**src/rtl/corner_pkg.sv**
```systemverilog
// Shared definitions for the corner packer: word layout, markers and FSM encoding.
package corner_pkg;

  localparam int unsigned CORNER_W = 32;
  localparam int unsigned LANES    = 4;
  localparam int unsigned WORD_W   = CORNER_W * LANES;

  localparam logic [CORNER_W-1:0] TRAILER_MARK = 32'hFFFF_FFFF;
  localparam logic [CORNER_W-1:0] PAD_WORD     = 32'h0;

  // Corner word: {cam, 2'b0, col[10:0], row[9:0], score[7:0]}
  localparam int unsigned SCORE_LSB = 0;
  localparam int unsigned SCORE_W   = 8;
  localparam int unsigned ROW_LSB   = 8;
  localparam int unsigned ROW_W     = 10;
  localparam int unsigned COL_LSB   = 18;
  localparam int unsigned COL_W     = 11;
  localparam int unsigned CAM_LSB   = 31;

  typedef enum logic [2:0] {
    IDLE  = 3'd0,
    RUN   = 3'd1,
    DRAIN = 3'd2,
    PAD   = 3'd3,
    TRAIL = 3'd4
  } state_e;

  function automatic logic [SCORE_W-1:0] corner_score(input logic [CORNER_W-1:0] w);
    return w[SCORE_LSB +: SCORE_W];
  endfunction

  function automatic logic [ROW_W-1:0] corner_row(input logic [CORNER_W-1:0] w);
    return w[ROW_LSB +: ROW_W];
  endfunction

  function automatic logic [COL_W-1:0] corner_col(input logic [CORNER_W-1:0] w);
    return w[COL_LSB +: COL_W];
  endfunction

  function automatic logic corner_cam(input logic [CORNER_W-1:0] w);
    return w[CAM_LSB];
  endfunction

  // Left-justify the n newest corners of acc (newest in the low lane) and zero-fill the rest.
  function automatic logic [WORD_W-1:0] pad_lanes(input logic [3*CORNER_W-1:0] acc,
                                                  input logic [1:0]            n);
    case (n)
      2'd1:    return {acc[31:0], PAD_WORD, PAD_WORD, PAD_WORD};
      2'd2:    return {acc[63:0], PAD_WORD, PAD_WORD};
      2'd3:    return {acc[95:0], PAD_WORD};
      default: return {PAD_WORD, PAD_WORD, PAD_WORD, PAD_WORD};
    endcase
  endfunction

  function automatic logic [WORD_W-1:0] trailer_word(input logic [15:0] frame,
                                                     input logic [31:0] cnt);
    return {TRAILER_MARK, 16'h0, frame, 32'h0, cnt};
  endfunction

endpackage

```
**src/rtl/pack_fifo.sv**
```systemverilog
// Synchronous show-ahead FIFO; a write while full succeeds only alongside a read.
module pack_fifo #(
  parameter  int unsigned DEPTH = 16,
  parameter  int unsigned WIDTH = 128,
  localparam int unsigned AW    = $clog2(DEPTH)
) (
  input  logic             clk,
  input  logic             rst,
  input  logic             wr_en,
  input  logic [WIDTH-1:0] wr_data,
  input  logic             rd_en,
  output logic [WIDTH-1:0] rd_data,
  output logic             full,
  output logic             empty,
  output logic [AW:0]      count
);

  logic [WIDTH-1:0] mem_q [DEPTH];
  logic [AW-1:0]    wr_ptr_q, wr_ptr_d;
  logic [AW-1:0]    rd_ptr_q, rd_ptr_d;
  logic [AW:0]      count_q, count_d;
  logic             wr_ok, rd_ok;

  assign full    = (count_q == (AW+1)'(DEPTH));
  assign empty   = (count_q == '0);
  assign count   = count_q;
  assign rd_data = empty ? '0 : mem_q[rd_ptr_q];

  assign rd_ok = rd_en & ~empty;
  assign wr_ok = wr_en & (~full | rd_ok);

  always_comb begin
    wr_ptr_d = wr_ptr_q;
    rd_ptr_d = rd_ptr_q;
    count_d  = count_q + (AW+1)'(wr_ok) - (AW+1)'(rd_ok);
    if (wr_ok) wr_ptr_d = wr_ptr_q + AW'(1);
    if (rd_ok) rd_ptr_d = rd_ptr_q + AW'(1);
  end

  always_ff @(posedge clk) begin
    if (rst) begin
      wr_ptr_q <= '0;
      rd_ptr_q <= '0;
      count_q  <= '0;
    end else begin
      wr_ptr_q <= wr_ptr_d;
      rd_ptr_q <= rd_ptr_d;
      count_q  <= count_d;
    end
  end

  // Storage is not reset; rd_data is gated to zero while empty.
  always_ff @(posedge clk) begin
    if (wr_ok) mem_q[wr_ptr_q] <= wr_data;
  end

endmodule

```
**src/rtl/corner_packer.sv**
```systemverilog
// Packs 32-bit corner words four per 128-bit FIFO entry, closing each frame with
// an optional zero-padded word and a trailer carrying frame number and corner count.
module corner_packer
  import corner_pkg::*;
#(
  parameter int unsigned DEPTH     = 16,
  parameter int unsigned FLUSH_DLY = 32
) (
  input  logic                c,
  input  logic                rst,
  input  logic                en,
  input  logic [CORNER_W-1:0] d,
  input  logic                dv,
  input  logic                fv,
  output logic [WORD_W-1:0]   q,
  output logic                qv,
  input  logic                q_rdy,
  output logic                overflow
);

  localparam int unsigned CW = $clog2(DEPTH) + 1;
  localparam int unsigned LW = CW + 1;
  localparam int unsigned TW = $clog2(FLUSH_DLY + 1);

  state_e                  state_q, state_d;
  logic [3*CORNER_W-1:0]   acc_q, acc_d;
  logic [1:0]              lane_q, lane_d;
  logic [31:0]             cnt_q, cnt_d;
  logic [15:0]             frame_q, frame_d;
  logic [TW-1:0]           timer_q, timer_d;
  logic                    ovf_q, ovf_d;
  logic                    fv_q;
  logic                    push_q, push_d;
  logic [WORD_W-1:0]       push_data_q, push_data_d;

  logic                    fifo_full, fifo_empty;
  logic [CW-1:0]           fifo_count;
  logic [LW-1:0]           level;
  logic                    fv_rise, fv_fall, pop, fifo_room, capture, accept, drop;

  pack_fifo #(
    .DEPTH (DEPTH),
    .WIDTH (WORD_W)
  ) u_fifo (
    .clk     (c),
    .rst     (rst),
    .wr_en   (push_q),
    .wr_data (push_data_q),
    .rd_en   (q_rdy),
    .rd_data (q),
    .full    (fifo_full),
    .empty   (fifo_empty),
    .count   (fifo_count)
  );

  assign qv       = ~fifo_empty;
  assign overflow = ovf_q;
  assign fv_rise  = fv & ~fv_q;
  assign fv_fall  = ~fv & fv_q;
  assign pop      = qv & q_rdy;

  // Occupancy one cycle ahead, counting the word still in the push register.
  assign level     = LW'(fifo_count) + LW'(push_q) - LW'(pop);
  assign fifo_room = push_q ? (level < LW'(DEPTH)) : (~fifo_full | pop);

  assign capture = en & dv & ((state_q == RUN) | (state_q == DRAIN));
  assign accept  = capture & fifo_room;
  assign drop    = capture & ~fifo_room;

  always_comb begin
    state_d     = state_q;
    acc_d       = acc_q;
    lane_d      = lane_q;
    cnt_d       = cnt_q;
    frame_d     = frame_q;
    timer_d     = timer_q;
    ovf_d       = ovf_q | drop;
    push_d      = 1'b0;
    push_data_d = push_data_q;

    if (accept) begin
      acc_d  = {acc_q[2*CORNER_W-1:0], d};
      lane_d = lane_q + 2'd1;
      cnt_d  = cnt_q + 32'd1;
      if (lane_q == 2'd3) begin
        push_d      = 1'b1;
        push_data_d = {acc_q, d};
      end
    end

    case (state_q)
      IDLE: begin
        if (fv_rise) begin
          state_d = RUN;
          cnt_d   = '0;
          lane_d  = '0;
          ovf_d   = 1'b0;
        end
      end
      RUN: begin
        if (fv_fall) begin
          state_d = DRAIN;
          timer_d = '0;
        end
      end
      DRAIN: begin
        timer_d = timer_q + TW'(1);
        // lane_d includes a corner accepted on this final cycle.
        if (timer_q == TW'(FLUSH_DLY - 1)) state_d = (lane_d != 2'd0) ? PAD : TRAIL;
      end
      PAD: begin
        if (fifo_room) begin
          push_d      = 1'b1;
          push_data_d = pad_lanes(acc_q, lane_q);
          lane_d      = '0;
          state_d     = TRAIL;
        end
      end
      TRAIL: begin
        if (fifo_room) begin
          push_d      = 1'b1;
          push_data_d = trailer_word(frame_q, cnt_q);
          frame_d     = frame_q + 16'd1;
          state_d     = IDLE;
        end
      end
      default: state_d = IDLE;
    endcase
  end

  // fv_q tracks fv through reset so a frame already in progress is not seen as a new edge.
  always_ff @(posedge c) begin
    fv_q <= fv;
    if (rst) begin
      state_q     <= IDLE;
      acc_q       <= '0;
      lane_q      <= '0;
      cnt_q       <= '0;
      frame_q     <= '0;
      timer_q     <= '0;
      ovf_q       <= 1'b0;
      push_q      <= 1'b0;
      push_data_q <= '0;
    end else begin
      state_q     <= state_d;
      acc_q       <= acc_d;
      lane_q      <= lane_d;
      cnt_q       <= cnt_d;
      frame_q     <= frame_d;
      timer_q     <= timer_d;
      ovf_q       <= ovf_d;
      push_q      <= push_d;
      push_data_q <= push_data_d;
    end
  end

endmodule
```
**config.mk**
```make
export PLATFORM = sky130hd
export DESIGN_NAME = corner_packer
export DESIGN_NICKNAME = d
export VERILOG_FILES = /design/src/rtl/corner_pkg.sv /design/src/rtl/pack_fifo.sv /design/src/rtl/corner_packer.sv
export SDC_FILE = /design/constraint.sdc
export NUM_CORES = 2
export LEC_CHECK = 0
export ABC_AREA = 1
export CAP_MARGIN = 5
export CORE_UTILIZATION = 35
export DETAILED_ROUTE_END_ITERATION = 6
export PLACE_DENSITY = 0.61
export SKIP_LAST_GASP = 1
export SYNTH_ARGS = -nofsm -noshare
export SYNTH_HDL_FRONTEND = slang
export SYNTH_HIERARCHICAL = 1
export SYNTH_SLANG_ARGS = --single-unit
```
**constraint.sdc**
```tcl
create_clock -name c -period 8.1 [get_ports c]
set_clock_uncertainty 0.05 [all_clocks]
set_input_delay 1.62 -clock c [delete_from_list [all_inputs] [get_ports c]]
set_output_delay 1.62 -clock c [all_outputs]
set_load 0.01 [all_outputs]
```
==> run metrics <==
register area share after synthesis=approximately two thirds; global-route wire length before repair=roughly 440 mm; layout cells sized above 1=4.71%; Total Power=around 0.03 W; combinational share of power=between 10% and 20%; worst-path maximum fanout=between 60 and 70; hpwl dp=roughly 160 mm; Slew HR=between 20% and 30%; setup slack after layout=between 1.5 and 2 ns; Hold WC Path Type=register to register; # IOs=approximately 170; area of the core=0.286 mm^2; Synth cell types=51; non-filler cells, final=roughly 14k; Post-route DRC=0; initial DRC count=between 6k and 7k; P&R area growth vs syn=12.8%; All-Layer GR Usage=19.7%; Worst Path Required=about 6.4 ns; Worst-Skew Late Latency=~0.86 ns; ys async rst share=0%; Slew @ Worst Pin=approximately 1.1 ns; Initial Utilization=between 30% and 40%; Cell Pwr Density=265 mW/mm^2; design internal power=approximately 0.021 W; post-layout min period=between 6 and 7 ns; busiest metal layer after global routing=met2; Worst EP arrival=around 4.7 ns; most frequent cells in the layout=nand2_1 (3607), edfxtp_1 (2048), nand3_1 (1432), inv_1 (1217), a21oi_1 (404); cts repair resizes=0; Switching Share=between 20% and 30%; CTS Sinks=around 2.4k; Final TNS setup=0 ns; GR Util met2=between 30% and 40%; Die Y=between 500 and 600 um; synthesized area=0.101 mm^2; die span in x=around 540 um; final instance area=about 0.11 mm^2; RSZ-0062 raised after global routing=no; Avg Cell Area, Syn=about 10 um^2; largest net degree at the start of global routing=roughly 200; final hold vios=0; Post-Route WL=roughly 300 mm; Via density=just over 5; placed cell area=roughly 0.11 mm^2; fmax=roughly 160 MHz; htree depth=4; status=finished, final reports clean; commonest non-fill, non-tap cell in the layout=nand2_1; initial antenna violation count=20; post-synthesis cell count=roughly 10k; 1st-pass router iterations=6; DP Worst Slack=~2.2 ns; vias=71.5k; fin crit share=about four fifths; setup bufs post-CTS=0; final setup fails=0; clock-pin slew on the worst setup and hold paths=0.06 ns; total of max-cap violations=0; reg-to-reg slack, setup=around 2.7 ns; row count=about 200; Slew Limit Fails=0; Num CTS Buffers=~240; Post-Place Cells=roughly 14k; Synth Register Bits=between 2k and 2.5k; syn_nets=just over 10k; crit path capture type=output pin; Post-synth EDFFs=2048; startpoint types=register; grt met1 use=roughly 26%; M3 GR Usage=2.49%; warnings from Yosys=6; clock tree buffer depth=3; die area=~0.29 mm^2; Peak supply drop=roughly 0.23 mV; Flop pwr share=44.5%; vias in the first global route=68.9k; Static Leak=roughly 45 nW; IO buf count=between 150 and 200; Clock Power Share=36.0%; placer congestion estimate=between 0.9 and 1; Final ANT Viol Nets=0; Root Driver=clkbuf_16; # hold bufs at CTS=0; CTS tree=built; switching power=roughly 0.0090 W; Crit Path Class=register to output pin; ys flop type=edfxtp_1; post-DR wirelength/cell=20.8 um; total grt overflow=0; NumNets Final=about 10k
power by group through the flow:
stage	sequential, W	combinational (W)	clock (W)
final	0.0134	0.00588	0.0109
after global placement	0.0136	0.00579	0
after floorplan	0.0135	0.00376	0
after CTS	0.0134	0.00591	0.0110
after global routing	0.0134	0.00646	0.0115
after detailed placement	0.0136	0.00587	0
layer usage:
layer | wire (um) | share of wire (%)
met1 | 124000 | 43
met2 | 138000 | 47
met3 | 18600 | 6.4
met4 | 11100 | 3.8
met5 | 0 | 0
registers in the layout, indices dropped and copies added (netlist names), named ones only:
signal,cells
frame_q,16
u_fifo/count,5
timer_q,6
acc_q,96
fv_q,1
push_q,1
u_fifo/rd_ptr_q,4
state_q,3
overflow,1
u_fifo/mem_q,2048
cnt_q,32
lane_q,2
push_data_q,128
u_fifo/wr_ptr_q,4
worst max-delay path: stages, from the launching register on:
cell and delay, ns:
dfxtp_4 0.76, buf_4 0.86, buf_4 0.96, nand3_1 0.17, nand3_1 0.13, a21oi_1 0.25
clkdlybuf4s50_1 0.63
cell type report:
class	instances	area [um^2]
Fill cell	27100	172000
Sequential cell	2351	67600
Multi-Input combinational cell	5993	26100
Clock buffer	311	6390
Tap cell	3762	4710
Inverter	1233	4660
Timing Repair Buffer	277	2890
Clock inverter	126	1290
Antenna cell	10	25.0
synth_stat cells, types with 2 or more instances:
master | count | share of area, %
buf_1 | 34 | 0.13
buf_4 | 12 | 0.089
o22ai_1 | 17 | 0.11
nor3_1 | 22 | 0.11
nand2_1 | 3607 | 13
ha_1 | 23 | 0.29
a21oi_1 | 404 | 2.0
nand3_1 | 1432 | 7.1
a31oi_1 | 22 | 0.14
o21ai_1 | 45 | 0.22
nand2_2 | 2 | 0.012
o21ai_0 | 174 | 0.86
or2_2 | 3 | 0.019
inv_1 | 1220 | 4.5
a21o_1 | 33 | 0.25
dfxtp_1 | 303 | 6.0
nand3b_1 | 7 | 0.052
o211ai_1 | 23 | 0.17
nor2_1 | 101 | 0.38
clkbuf_1 | 248 | 0.92
buf_2 | 281 | 1.4
a22oi_1 | 7 | 0.052
nor2_2 | 2 | 0.012
inv_2 | 9 | 0.034
nor2_4 | 3 | 0.034
xnor2_1 | 4 | 0.035
edfxtp_1 | 2048 | 61
nor4_1 | 5 | 0.031
buf_6 | 4 | 0.045
a22o_1 | 2 | 0.017
xor2_1 | 14 | 0.12
o21a_1 | 2 | 0.015
clkinv_1 | 4 | 0.015
a211oi_1 | 2 | 0.015
nor3b_1 | 4 | 0.030
nand4_1 | 19 | 0.12
cells by family (layout without fill, tap and decap cells):
| logic type | after synthesis | after routing | share of synthesized area, % |
|---|---|---|---|
| flops | 2351 | 2351 | 67.0 |
| other cells | 0 | 10 | 0 |
| simple gates | 5214 | 5214 | 21.4 |
| xor+xnor | 18 | 18 | 0.156 |
| fa+ha+maj | 24 | 24 | 0.305 |
| compound gates | 737 | 737 | 3.90 |
| buf+inv | 1813 | 1947 | 7.18 |
per-stage QoR:
| step | utilization, % | hold WS (ns) |
|---|---|---|
| floorplan | - | 0.387 |
| global placement | 37.1 | 0.403 |
| detailed placement | 37.1 | 0.405 |
| CTS | 39.8 | 0.415 |
| global route | 39.8 | 0.444 |
| finish | 39.8 | 0.416 |
final timing paths:
kind                                            startpoint                      to  depth (start not counted)
worst max-delay path                              register                   q[65]                          6
worst min-delay path                acc_q[85]$_SDFFE_PP0P_  acc_q[85]$_SDFFE_PP0P_                          2
worst max register to register  u_fifo/count[2]$_SDFF_PP0_    cnt_q[22]$_SDFF_PP0_                         25
worst min register to register      acc_q[85]$_SDFFE_PP0P_  acc_q[85]$_SDFFE_PP0P_                          2
Power figures use the tool's default switching activity.
